$ cat src/rtl/serial_cmp_pkg.sv
// rtl/serial_cmp_pkg.sv - shared types for the serial magnitude comparator
package serial_cmp_pkg;

    typedef enum logic [1:0] {
        IDLE = 2'b00,
        RUN  = 2'b01,
        DONE = 2'b10
    } state_e;

    typedef enum logic [1:0] {
        CMP_LT = 2'b00,
        CMP_EQ = 2'b01,
        CMP_GT = 2'b10
    } cmp_res_e;

    function automatic cmp_res_e digit_result(input logic gt, input logic eq);
        if (eq) begin
            return CMP_EQ;
        end
        return gt ? CMP_GT : CMP_LT;
    endfunction

endpackage

$ cat src/rtl/digit_cmp.sv
// rtl/digit_cmp.sv - combinational D-bit unsigned greater-than / equal compare
module digit_cmp #(
    parameter int D = 2
) (
    input  logic [D-1:0] x,
    input  logic [D-1:0] y,
    output logic         gt,
    output logic         eq
);

    assign gt = (x > y);
    assign eq = (x == y);

endmodule

$ cat src/rtl/serial_mag_cmp.sv
// rtl/serial_mag_cmp.sv - MSB-first multi-cycle magnitude comparator, D bits per clock
module serial_mag_cmp
    import serial_cmp_pkg::*;
#(
    parameter int W = 8,
    parameter int D = 2
) (
    input  logic         clk,
    input  logic         reset_n,
    input  logic         start,
    input  logic         signed_mode,
    input  logic [W-1:0] a,
    input  logic [W-1:0] b,
    output logic         ready,
    output logic         done,
    output logic         gt,
    output logic         eq,
    output logic         lt
);

    localparam int N  = W / D;
    localparam int CW = (N > 1) ? $clog2(N) : 1;
    localparam logic [CW-1:0] LAST     = CW'(N - 1);
    localparam logic [W-1:0]  MSB_MASK = {1'b1, {(W-1){1'b0}}};

    if (W < 2 || D < 1 || D > W || (W % D) != 0) begin : g_param_check
        $error("serial_mag_cmp: need W >= 2, 1 <= D <= W and W %% D == 0");
    end

    state_e         state_q, state_d;
    logic [W-1:0]   sa_q, sa_d;
    logic [W-1:0]   sb_q, sb_d;
    logic [CW-1:0]  cnt_q, cnt_d;
    logic           ready_q, ready_d;
    logic           done_q, done_d;
    logic           gt_q, gt_d;
    logic           eq_q, eq_d;
    logic           lt_q, lt_d;

    logic           dig_gt;
    logic           dig_eq;
    cmp_res_e       dig_res;

    digit_cmp #(.D(D)) u_digit_cmp (
        .x  (sa_q[W-1 -: D]),
        .y  (sb_q[W-1 -: D]),
        .gt (dig_gt),
        .eq (dig_eq)
    );

    always_comb begin
        state_d = state_q;
        sa_d    = sa_q;
        sb_d    = sb_q;
        cnt_d   = cnt_q;
        gt_d    = gt_q;
        eq_d    = eq_q;
        lt_d    = lt_q;
        dig_res = digit_result(dig_gt, dig_eq);

        case (state_q)
            IDLE: begin
                if (start) begin
                    // Flipping the sign bit maps two's complement onto offset binary,
                    // so the digit datapath only ever does unsigned compares.
                    sa_d    = a ^ (signed_mode ? MSB_MASK : '0);
                    sb_d    = b ^ (signed_mode ? MSB_MASK : '0);
                    cnt_d   = '0;
                    state_d = RUN;
                end
            end
            RUN: begin
                if (dig_res != CMP_EQ) begin
                    gt_d    = (dig_res == CMP_GT);
                    lt_d    = (dig_res == CMP_LT);
                    eq_d    = 1'b0;
                    state_d = DONE;
                end else if (cnt_q == LAST) begin
                    gt_d    = 1'b0;
                    lt_d    = 1'b0;
                    eq_d    = 1'b1;
                    state_d = DONE;
                end else begin
                    sa_d  = sa_q << D;
                    sb_d  = sb_q << D;
                    cnt_d = cnt_q + CW'(1);
                end
            end
            DONE: begin
                state_d = IDLE;
            end
            default: begin
                state_d = IDLE;
            end
        endcase

        ready_d = (state_d == IDLE);
        done_d  = (state_d == DONE);
    end

    always_ff @(posedge clk or negedge reset_n) begin
        if (!reset_n) begin
            state_q <= IDLE;
            sa_q    <= '0;
            sb_q    <= '0;
            cnt_q   <= '0;
            ready_q <= 1'b1;
            done_q  <= 1'b0;
            gt_q    <= 1'b0;
            eq_q    <= 1'b0;
            lt_q    <= 1'b0;
        end else begin
            state_q <= state_d;
            sa_q    <= sa_d;
            sb_q    <= sb_d;
            cnt_q   <= cnt_d;
            ready_q <= ready_d;
            done_q  <= done_d;
            gt_q    <= gt_d;
            eq_q    <= eq_d;
            lt_q    <= lt_d;
        end
    end

    assign ready = ready_q;
    assign done  = done_q;
    assign gt    = gt_q;
    assign eq    = eq_q;
    assign lt    = lt_q;

endmodule

$ cat config.mk
export PLATFORM = sky130hd
export DESIGN_NAME = serial_mag_cmp
export DESIGN_NICKNAME = d
export VERILOG_FILES = /design/src/rtl/serial_cmp_pkg.sv /design/src/rtl/digit_cmp.sv /design/src/rtl/serial_mag_cmp.sv
export SDC_FILE = /design/constraint.sdc
export NUM_CORES = 1
export LEC_CHECK = 0
export ABC_CLOCK_PERIOD_IN_PS = 2300
export CAP_MARGIN = 20
export CELL_PAD_IN_SITES_DETAIL_PLACEMENT = 0
export CELL_PAD_IN_SITES_GLOBAL_PLACEMENT = 1
export CORE_MARGIN = 3
export CORE_UTILIZATION = 33
export DETAILED_ROUTE_END_ITERATION = 8
export GPL_TIMING_DRIVEN = 1
export HOLD_SLACK_MARGIN = 0.1
export PLACE_DENSITY = 0.75
export SLEW_MARGIN = 40
export SYNTH_ARGS = -nofsm -noshare
export SYNTH_HDL_FRONTEND = slang
export SYNTH_SLANG_ARGS = --single-unit
$ cat constraint.sdc
create_clock -name clk -period 2.3 [get_ports clk]
set_input_delay 0.23 -clock clk [delete_from_list [all_inputs] [get_ports clk]]
set_output_delay 0.23 -clock clk [all_outputs]
set_load 0.01 [all_outputs]
Word level (Yosys, flattened, before mapping)
Cells that the tools add are included.
- output and inout bits: 5
- input bits: 20
- bits in latches: 0
- bits in writable memories: 0
- word-level logic and storage cells: 55
- memories kept: 0
- bits in read-only memories: 0
- register bits after elaboration: 25
- shift operators: 0
- multiply operators: 0
- bitwise gates (word level): 2
- $lt $le $gt $ge: 1
- reduce and logical (&&, ||, !) cells: 7
- equal/unequal tests: 9
- $add $sub $neg: 1
- divide/modulo/power cells: 0
- mux-type cells: 26
- operator list (kind ; number):
    8-bit 2-to-1 mux ; 7
    8-bit one-hot mux with 2 select lines ; 2
    2-bit 2-to-1 mux ; 9
    8-bit XOR ; 2
    2-bit one-hot mux with 2 select lines ; 2
    2-bit == test, second input constant ; 3
    2-bit logical NOT ; 3
    1-bit 2-to-1 mux ; 6
    2-bit != test, second input constant ; 3
    4-bit AND reduction ; 1
    2-bit nonzero test ; 2
    2-bit by 1-bit adder with 2-bit output, second input constant ; 1
    2-bit by 1-bit == test with 1-bit output, second input constant ; 1
    2-bit == test ; 1
    2-bit > comparator ; 1
    2-bit by 1-bit != test with 1-bit output, second input constant ; 1
    2-bit AND reduction ; 1

Depth between registers and ports, before layout
- depth after elaboration: 7
- depth in mapped cells: 6

Hierarchy
Synthesis repeated with hierarchy kept, for this count alone.
- cell total of the unflattened synthesis: 88
- area, all modules: 1253.7 µm²
- by module, submodules not included (module ; cells each ; area an instance (µm²) ; sequential area each (µm²) ; times used):
    serial_mag_cmp ; 80 ; 1193.6 ; 626.9 ; 1
    digit_cmp ; 8 ; 60.1 ; 0.0 ; 1

Least setup slack after synthesis
OpenSTA, ideal clock, no wires.
- path type: register -> register
- from: register sa_q[7]
- to: register sa_q[0]
- path slack: 0.664 ns
- clock period less this slack: 1.636 ns
- cell stages (with the launch flop): 6
- path buffers: 1
- arrival: 1.511 ns
- library setup time: 0.125 ns
- cell sequence: dfrtp_1 > ha_1 > nand4b_1 > a21oi_1 > buf_4 > mux2_2
- longest elaborated chain between the ends: 6
- ends and longest elaborated chain (what ; RTL line ; source):
    start, declared ; serial_mag_cmp.sv:31 ; logic [W-1:0] sa_q, sa_d;
    start signal, assigned ; serial_mag_cmp.sv:104 ; sa_q <= '0;
    start signal, assigned ; serial_mag_cmp.sv:114 ; sa_q <= sa_d;
    2-bit > comparator or 2-bit == test (tied branches) ; digit_cmp.sv:11, digit_cmp.sv:12 ;
    2-bit 2-to-1 mux or 1-bit 2-to-1 mux (tied branches) ; serial_cmp_pkg.sv:20, serial_cmp_pkg.sv:17 ;
    2-bit 2-to-1 mux (*) ; serial_cmp_pkg.sv:20 ; return gt ? CMP_GT : CMP_LT;
    2-bit by 1-bit != test with 1-bit output (*) ; serial_mag_cmp.sv:73 ; if (dig_res != CMP_EQ) begin
    2-bit != test (no line) (*) ; n/a ;
    4-bit AND reduction (no line) (*) ; n/a ;
Every way passes the cells marked *; elsewhere a longest branch is shown, timed or not.
A chain may end at the register's enable or synchronous reset.

Worst setup path in the final report
- from: register state_q[1]
- to: register sb_q[4]
- longest elaborated chain between the ends: 3
- ends and longest elaborated chain (what ; RTL line ; source):
    start, declared ; serial_mag_cmp.sv:30 ; state_e state_q, state_d;
    start signal, assigned ; serial_mag_cmp.sv:113 ; state_q <= state_d;
    2-bit by 1-bit == test with 1-bit output or 2-bit logical NOT (tied branches) ; serial_mag_cmp.sv:61 ; case (state_q)
    2-bit != test (no line) or 2-bit nonzero test (tied branches) ; n/a ;
    4-bit AND reduction (no line) ; n/a ;
    end signal, assigned ; serial_mag_cmp.sv:105 ; sb_q <= '0;
    end signal, assigned ; serial_mag_cmp.sv:115 ; sb_q <= sb_d;
    end, declared ; serial_mag_cmp.sv:32 ; logic [W-1:0] sb_q, sb_d;
Several ways; a longest one is shown, not always the timed one.

==> impl_metrics.csv <==
group,metric,value,unit
run_status,status,"finished, final reports clean",
synthesis,synth_top_area_share,47.4,%
final_layout,regArea,627,sq um
floorplanning,start_util,36.0,%
final_layout,final_nets,143,
sta,tightest_slew,0.589,ns
sta,fin_crit,1.69,ns
critical_path,r2r-start,"state_q[1]$_DFF_PN0_",
pwr,power_density,1280,mW/mm^2
sta,rsz0062_at_grt,"no",
critical_path,critPathKind,"register to register",
synthesis,postSynthAreaPerCell,13.9,sq um
grt,antenna_found_initial,0,
floorplanning,io_pins,25,
grt,first_global_vias,798,
worst_hold_path,hp-class,"primary input to asynchronous set/reset pin",
clock_network,cts.repair.resized,0,
floorplanning,core_area,0.00352,sq mm
sta,hold_viol,0,
run,cap_violations,0,
synthesis,ys_seq_elements,25,
clock_network,root_buffer,"clkbuf_8",
sta,finalCritPeriodShare,73.6,%
clock_network,clockBufferDepth,2,
grt,grt_max_degree,21,
final_layout,multi_input_area,579,sq um
final_layout,area_delta_synth_final,26.2,%
final_layout,fin_util,45.4,%
sta,slew_viol_final,0,
critical_path,r2r-end,"sb_q[4]$_DFFE_PN0P_",
synthesis,synth_edf_count,0,
clock_network,htreeDepth,1,
drt,first_iter_violations,12,
place,gp_congestion,0.746,
clock_network,clk_pin_slew,0.09,ns
synthesis,synth_top_area_cell,"dfrtp_1",
sta,setup_ws,0.607,ns
sta,final.setup_skew,0.00236,ns
place,dp_slack,0.599,ns
final_layout,drive_gt1_share,29.7,%
drt,drt_pass1_iterations,4,
synthesis,synth_area_leaders,"dfrtp_1 47%, mux2_4 17%, mux2_2 9.8%",
clock_network,numCtsBuffers,3,
critical_path,crit_fanout,20,
final_layout,fillers,358,
synthesis,synth.cell_area,0.00127,sq mm
pwr,ir_drop,0.490,mV
drt,vias_per_cell,4.57,
sta,fmax,591,MHz
clock_network,cts_setup_buffers,0,
clock_network,cts_tree,"done",
synthesis,syn-num-nets,115,
drt,wire_per_inst,13.4,microns
synthesis,async_flop_share,100,%
drt,ant_nets,0,
clock_network,hold_buffers,0,
place,placed_cell_area,0.00155,sq mm
place,dp_hpwl,1640,microns
synthesis,synth_flop_cell,"dfrtp_1",
sta,setup_viol,0,
critical_path,arrival,1.85,ns
floorplanning,fp.dieW,67.9,microns
critical_path,r2r_cells,3,
synthesis,yosysMostFrequentCell,"dfrtp_1",
clock_network,clk_latency,0.26,ns
floorplanning,die_y,67.9,microns
synthesis,syn_inst,91,
synthesis,yosys-top-cells-count,"24 x dfrtp_1, 14 x mux2_4, 11 x mux2_2",
final_layout,final_cell_area,0.00160,sq mm
drt,route.detailed.drc,0,
floorplanning,core.rowCount,21,
final_layout,antennaDiodeCount,0,
drt,routed_wl,2200,microns
synthesis,yosys_warnings,0,
floorplanning,die_area,0.00462,sq mm
place,portBuffers,24,
grt,grt_use_total,10.4,%
clock_network,cts.sinks,25,
critical_path,critPathRequiredTime,2.46,ns
drt,num_vias,750,
critical_path,end_kind,"register",
critical_path,r2r_slack,0.61,ns
pwr,leakage,0.724,nW
grt,grt_pass1_wl,3630,microns
sta,tns,0,ns
synthesis,synth_seq_area_share,49.5,%
synthesis,synth_cell_types,21,
sta,holdWs,0.332,ns
grt,gr-total-overflow,0,
sta,slew-limit-headroom,60.6,%
critical_path,start_kind,"register",
## routing by layer
metal / share of wire (%) / up-vias / track usage, % / wire length [microns]
li1: - / 367 / - / -
met3: 3.9 / 2 / 2.30 / 85
met1: 46 / 370 / 13.6 / 1010
met5: 0 / - / 0 / 0
met2: 49 / 11 / 17.3 / 1080
met4: 0.64 / 0 / 2.98 / 14
## critical path: stages, from the launching register on
cell	delay (ns)
dfrtp_1	0.42
nor2b_4	0.50
mux2_2	0.40
mux2_2	0.26
## through the flow
| stage | total power, W | std cells |
|---|---|---|
| 6_report | 0.00204 | 164 |
| 5_1_grt | 0.00219 | 164 |
| 4_1_cts | 0.00207 | 164 |
| 3_5_place_dp | 0.00180 | 160 |
| 3_3_place_gp | 0.00177 | 160 |
| 2_1_floorplan | 0.00157 | 91 |
## report_power, final
group          switching, W  total (W)  internal, W
Combinational      0.000412    0.00101     0.000601
Clock              0.000134   0.000258     0.000124
Sequential         0.000110   0.000768     0.000658
## logic make-up (layout without fill, tap and decap cells)
family	Yosys count	in the layout	synth area share (%)
AOI/OAI and AO/OA	7	7	3.46
xor gates and xnor gates	2	2	1.38
adders and majority gates	4	4	3.95
buffers and inverters	10	37	5.04
DFF	25	25	49.5
muxes	30	30	30.3
and+or+nand+nor	13	13	6.32
## final cells by class
class | instances | share of cell area [%]
inverters | 5 | 1.17
flip-flops and latches | 25 | 39.2
repair buffers | 28 | 16.9
multi-input cells | 56 | 36.3
well taps | 46 | 3.60
clock buffers | 4 | 2.82
## state kept, by name, indices dropped and copies added, names as in the netlist
register and cells:
ready 1, done 1, cnt_q 2, eq 1, sa_q 8, lt 1, state_q 2, gt 1
sb_q 8
## placed cells by master (no fill, tap or decap), drive strengths merged
cell,count
ha,4
o21ai,1
dfrtp,24
a32o,1
mux2i,5
xor2,2
clkdlybuf4s50,24
o2bb2ai,1
nor2b,5
nand4b,1
mux2,25
a21oi,4
dfstp,1
inv,5
nand2b,1
and2b,1
nand2,3
nor2,2
buf,4
clkbuf,4
## how the worst max path moves through the flow
stage,from,slack (ns),to,cells after the start
detailed placement,state_q[1]$_DFF_PN0_,0.60,sb_q[4]$_DFFE_PN0P_,3
finish,state_q[1]$_DFF_PN0_,0.61,sb_q[4]$_DFFE_PN0P_,3
global placement,state_q[1]$_DFF_PN0_,0.63,sb_q[2]$_DFFE_PN0P_,3
global route,state_q[1]$_DFF_PN0_,0.45,lt$_DFFE_PN0P_,3
floorplan,sa_q[7]$_DFFE_PN0P_,0.66,sa_q[0]$_DFFE_PN0P_,5
CTS,state_q[1]$_DFF_PN0_,0.58,sb_q[4]$_DFFE_PN0P_,3
(Power assumes the default switching activity.)
